--- config.mk ---
export PLATFORM = sky130hd
export DESIGN_NAME = branch_predictor_unit
export DESIGN_NICKNAME = d
export VERILOG_FILES = /design/src/rtl/branch_predictor_unit.sv
export SDC_FILE = /design/constraint.sdc
export NUM_CORES = 1
export LEC_CHECK = 0
export CAP_MARGIN = 20
export CORE_MARGIN = 5
export CORE_UTILIZATION = 45
export CTS_CLUSTER_SIZE = 40
export DETAILED_ROUTE_END_ITERATION = 16
export PLACE_DENSITY = 0.61
export SYNTH_ARGS = -nofsm -noshare
export SYNTH_HDL_FRONTEND = slang
export SYNTH_SLANG_ARGS = --single-unit
--- constraint.sdc ---
create_clock -name clk -period 2.4 [get_ports clk]
set_input_delay 0.48 -clock clk [delete_from_list [all_inputs] [get_ports clk]]
set_output_delay 0.48 -clock clk [all_outputs]
set_load 0.005 [all_outputs]
--- src/rtl/branch_predictor_unit.sv ---
// Combined 2-bit-counter direction predictor (bimodal or gshare) and direct-mapped tagged BTB.
// One registered lookup and one resolved-branch update per cycle; lookups read pre-update state.
module branch_predictor_unit #(
  parameter int         PC_W     = 12,
  parameter int         IDX_W    = 6,
  parameter int         BTB_W    = 5,
  parameter int         GHR_W    = 0,
  parameter logic [1:0] CNT_INIT = 2'b01
) (
  input  logic            clk,
  input  logic            rst_n,
  input  logic            pred_valid,
  input  logic [PC_W-1:0] pred_pc,
  output logic            pred_out_valid,
  output logic            pred_taken,
  output logic            pred_hit,
  output logic [PC_W-1:0] pred_target,
  input  logic            upd_valid,
  input  logic [PC_W-1:0] upd_pc,
  input  logic            upd_taken,
  input  logic [PC_W-1:0] upd_target,
  input  logic            flush
);

  localparam int NCNT  = 1 << IDX_W;
  localparam int NBTB  = 1 << BTB_W;
  localparam int TAG_W = PC_W - BTB_W - 2;

  function automatic logic [1:0] sat_cnt(input logic [1:0] c, input logic taken);
    if (taken) return (c == 2'b11) ? 2'b11 : c + 2'd1;
    else       return (c == 2'b00) ? 2'b00 : c - 2'd1;
  endfunction

  logic             upd_en;
  logic             btb_wr;
  logic [IDX_W-1:0] hist;
  logic [IDX_W-1:0] pred_cidx, upd_cidx;
  logic [BTB_W-1:0] pred_bidx, upd_bidx;
  logic [TAG_W-1:0] pred_tag, upd_tag;
  logic             unused_pc_lsbs;

  // A flush in the same cycle drops the update entirely.
  assign upd_en = upd_valid & ~flush;
  assign btb_wr = upd_en & upd_taken;

  generate
    if (GHR_W > 0) begin : g_gshare
      logic [GHR_W-1:0] ghr_q, ghr_d;

      always_comb begin
        ghr_d = ghr_q;
        if (flush)          ghr_d = '0;
        else if (upd_valid) ghr_d = GHR_W'({ghr_q, upd_taken});
      end

      always_ff @(posedge clk or negedge rst_n) begin
        if (!rst_n) ghr_q <= '0;
        else        ghr_q <= ghr_d;
      end

      // Both indices use the current (pre-shift) history.
      assign hist = IDX_W'(ghr_q);
    end else begin : g_bimodal
      assign hist = '0;
    end
  endgenerate

  assign pred_cidx      = pred_pc[IDX_W+1:2] ^ hist;
  assign upd_cidx       = upd_pc[IDX_W+1:2] ^ hist;
  assign pred_bidx      = pred_pc[BTB_W+1:2];
  assign upd_bidx       = upd_pc[BTB_W+1:2];
  assign pred_tag       = pred_pc[PC_W-1:BTB_W+2];
  assign upd_tag        = upd_pc[PC_W-1:BTB_W+2];
  assign unused_pc_lsbs = ^{pred_pc[1:0], upd_pc[1:0]};

  logic [1:0]      cnt_q [NCNT];
  logic [1:0]      cnt_wr_d;
  logic [NBTB-1:0] valid_q;
  logic [TAG_W-1:0] tag_q [NBTB];
  logic [PC_W-1:0]  tgt_q [NBTB];

  assign cnt_wr_d = sat_cnt(cnt_q[upd_cidx], upd_taken);

  always_ff @(posedge clk or negedge rst_n) begin
    if (!rst_n) begin
      for (int i = 0; i < NCNT; i++) cnt_q[i] <= CNT_INIT;
    end else if (upd_en) begin
      cnt_q[upd_cidx] <= cnt_wr_d;
    end
  end

  always_ff @(posedge clk or negedge rst_n) begin
    if (!rst_n)      valid_q <= '0;
    else if (flush)  valid_q <= '0;
    else if (btb_wr) valid_q[upd_bidx] <= 1'b1;
  end

  // Tag and target are qualified by the valid bit, so they carry no reset.
  always_ff @(posedge clk) begin
    if (btb_wr) begin
      tag_q[upd_bidx] <= upd_tag;
      tgt_q[upd_bidx] <= upd_target;
    end
  end

  logic            lu_hit;
  logic            pred_out_valid_d, pred_hit_d, pred_taken_d;
  logic [PC_W-1:0] pred_target_d;
  logic            pred_out_valid_q, pred_hit_q, pred_taken_q;
  logic [PC_W-1:0] pred_target_q;

  always_comb begin
    lu_hit           = valid_q[pred_bidx] && (tag_q[pred_bidx] == pred_tag);
    pred_out_valid_d = pred_valid;
    pred_hit_d       = pred_valid & lu_hit;
    pred_taken_d     = pred_hit_d & cnt_q[pred_cidx][1];
    pred_target_d    = pred_hit_d ? tgt_q[pred_bidx] : '0;
  end

  always_ff @(posedge clk or negedge rst_n) begin
    if (!rst_n) begin
      pred_out_valid_q <= 1'b0;
      pred_hit_q       <= 1'b0;
      pred_taken_q     <= 1'b0;
      pred_target_q    <= '0;
    end else begin
      pred_out_valid_q <= pred_out_valid_d;
      pred_hit_q       <= pred_hit_d;
      pred_taken_q     <= pred_taken_d;
      pred_target_q    <= pred_target_d;
    end
  end

  assign pred_out_valid = pred_out_valid_q;
  assign pred_hit       = pred_hit_q;
  assign pred_taken     = pred_taken_q;
  assign pred_target    = pred_target_q;

endmodule

==> metrics.md <==
| Metric | Value |
|---|---|
| Top-area cell type share of the netlist area | `0.557` |
| Layout cell share with drive strength beyond 1 | `0.428` |
| Post-synth EDFFs | `approximately 540` |
| Largest family of logic cells by synthesized area | `multiplexers` |
| Synth Area in Simple Gates | `0.0560` |
| FF-to-FF path depth | `9` |
| Reg2reg end | `pred_target[7]` |
| FFs w/ async S/R, synth | `0.243` |
| Port Buffers | `52` |
| Layout area overhead | `26.5%` |
| Mux share of post-synthesis cell area | `0.178` |
| Status | `finished, violations left` |
| Fin. Hold Viols | `0` |
| Complex-gate fraction of the synthesized area | `0.0370` |
| Final core occ | `0.576` |
| CP max FO | `6` |
| Seq cells post-synth | `719` |
| Met3 GRT Util | `0.0376` |
| Worst slew pin tran | `about 0.55 ns` |
| Syn. warnings | `0` |
| Rows | `93` |
| Via Count | `16700` |
| Gpl congestion | `between 0.9 and 1` |
| Total power divided by cell area | `about 730 nW/um^2` |
| Grt total ovfl | `0` |
| Syn_area_per_cell | `~17 um^2` |
| Diodes inserted | `0` |
| RSZ-0062 raised after global routing | `true` |
| Crit. End Element | `register` |
| Core ar. | `roughly 64000 um^2` |
| Design Power | `27.3 mW` |
| Clk buf depth | `3` |
| DRC Markers | `0` |
| Period utilization | `1.12` |
| Post-DR vias/cell | `approximately 5.8` |
| Post-Synthesis Cells | `roughly 1700` |
| Commonest cells after routing, fill and taps aside | `edfxtp_1 (544), mux4_2 (211), nand2_1 (199)` |
| Synth top area cells | `edfxtp_1 (56%), mux4_2 (16%), dfrtp_1 (9.5%)` |
| Initial antenna violation count | `0` |
| GRT Total Usage | `0.218` |
| R2R setup slack | `-0.28 ns` |
| Pleak | `12.9 nW` |
| Clock root cell | `clkbuf_16` |
| # setup viols final | `around 140` |
| H-tree levels | `3` |
| Starting Density | `0.455` |
| Met2 Use GR | `0.372` |
| IO Pins | `57` |
| Routed wire length | `approximately 77 mm` |
| Worst Path Arrival | `3.24 ns` |
| Clock Latency Late Sink | `roughly 0.63 ns` |
| Die height | `about 270 um` |
| Worst min-delay path class | `in2async` |
| DR pass1 iterations | `5` |
| First-pass GRT wire length | `115 mm` |
| Nets@finish | `just over 2000` |
| Mapped Area | `about 29000 um^2` |
| Failing checks | `setup timing` |
| Distinct cells, synth | `53` |
| Commonest non-fill, non-tap cell in the layout | `edfxtp_1` |
| Largest net degree at the start of global routing | `56` |
| Starting DRT DRC Count | `1463` |
| Adder-Cell Fraction of Synth Area | `0.000725` |
| Startpoint class of the critical path | `register` |
| Die width | `~270 um` |
| Fill count | `4865` |
| Post-Layout Cell Count | `2899` |
| Cts bufs inserted | `between 70 and 80` |
| Final Max Slew Viols | `0` |
| Highest Clock Rate | `373 MHz` |
| Die ar. | `a little over 70000 um^2` |
| Wirelength per Cell | `26.6 um` |
| Final worst slack | `-0.280 ns` |
| Top_reg_cell synth | `edfxtp_1` |
| Busiest grt layer | `met2` |
| Post-route minimum period | `between 2 and 3 ns` |
| Sequential share of the synthesized area | `0.709` |
| Synth Area in XOR/XNOR | `0.000597` |
| Detailed Place HPWL | `around 50 mm` |
| Worst VDD drop | `around 0.52 mV` |
| Yosys top cell by area | `edfxtp_1` |
| Remaining antenna violation count | `0` |
| Vias in the first global route | `roughly 18000` |
| Maxcap violations | `0` |
| WS Path Type | `reg2reg` |
| TritonCTS clock tree | `done` |
| Clock Skew | `between 0.03 and 0.04 ns` |
| Sink Count | `approximately 700` |
| Data required, critical path | `a little under 3 ns` |
| R2r startpoint | `tag_q[10][0]` |
| Met1 Use GR | `0.300` |
| Synthesized Nets | `approximately 1700` |
| Clk pin slew, worst setup/hold paths | `approximately 0.06 ns` |
| Slew margin rel. | `0.634` |
| Cell Count Post-Placement | `~2700` |
==> cell type report <==
cell class | instances | area [um^2] | share of cell area
timing repair buffer | 328 | 3770 | 0.102
multi-input combinational | 826 | 8920 | 0.240
clock buffer | 107 | 2110 | 0.0568
inverter | 31 | 129 | 0.00347
tap | 855 | 1070 | 0.0288
clock inverter | 33 | 335 | 0.00903
sequential | 719 | 20800 | 0.560
==> cell families (layout without fill, tap and decap cells) <==
| family | Yosys count | count (layout) |
|---|---|---|
| AOI/OAI and AO/OA | 194 | 194 |
| xor gates and xnor gates | 2 | 2 |
| buffers and inverters | 134 | 499 |
| muxes | 255 | 255 |
| adders and majority gates | 2 | 3 |
| and+or+nand+nor | 372 | 372 |
| DFF | 719 | 719 |
==> sequential cells by signal, summed over array words and instances, names as in the netlist <==
signal and count:
pred_target 12, cnt_q 128, pred_taken 1, tag_q 160, valid_q 32, pred_out_valid 1
pred_hit 1, tgt_q 384
==> where the power goes <==
group | internal (mW) | switching [mW]
Combinational | 0.997 | 1.11
Sequential | 13.7 | 0.112
Clock | 6.44 | 4.93
Total | 21.1 | 6.15
==> worst max-delay path by stage <==
stage,from,to,slack (ns),depth (start not counted)
finish,tag_q[10][0],pred_target[7],-0.28,9
global placement,pred_pc[3],pred_taken,-1.11,9
global route,cnt_q[80],cnt_q[96],-0.35,9
detailed placement,pred_pc[3],pred_taken,-1.07,9
CTS,tag_q[5][1],pred_taken,-0.26,8
floorplan,upd_pc[2],cnt_q[82],-0.22,9
==> what timing repair did <==
action                                 CTS  global route
gates resized for setup                187            76
setup buffers                           13             7
pin swaps                               12            19
hold buffers                             1             0
gates cloned                            14             1
setup endpoints to repair              142           142
endpoints found under the hold margin   21             0
==> worst max-delay path: stages (launching register included) <==
cell and delay, ns:
edfxtp_1 0.37, mux4_2 0.47, mux2_2 0.27, and3_4 0.18
nor4_4 0.13, xnor2_1 0.12, or4_4 0.62, buf_12 0.17
clkbuf_16 0.17, nor2_4 0.08
==> cell usage after synthesis (5+ instances only) <==
cell type  number
dfrtp_1       111
and3_1          9
nand4_1         5
mux4_2        211
nand2_1       199
buf_4           7
o21ai_0       125
nor2b_1        10
mux2_2         14
nor3b_1         6
nand3_1        18
buf_2          27
edfxtp_1      544
clkbuf_1       57
inv_1          30
dfstp_2        64
nor2_1         78
mux2i_1        30
nand3b_1        6
nand2b_1        9
o22ai_1        37
nor3_1          9
buf_1          11
a21oi_1         7
==> metrics by stage <==
| stage | hold WS [ns] | instance area, um^2 | TNS [ns] | setup slack [ns] |
|---|---|---|---|---|
| final | 0.399 | 37100 | -27.63 | -0.280 |
| after global routing | 0.445 | 37100 | -38.18 | -0.350 |
| after CTS | 0.386 | 37000 | -23.71 | -0.255 |
| after detailed placement | 0.454 | 33500 | -168.72 | -1.07 |
| after global placement | 0.450 | 33500 | -168.90 | -1.11 |
| after floorplan | 0.184 | 30000 | -36.85 | -0.216 |
==> metal layers <==
layer	up-vias	routed length [um]
li1	7244	-
met1	8831	31300
met2	545	39600
met3	112	4460
met4	0	1630
met5	-	0
(Power assumes the default switching activity.)
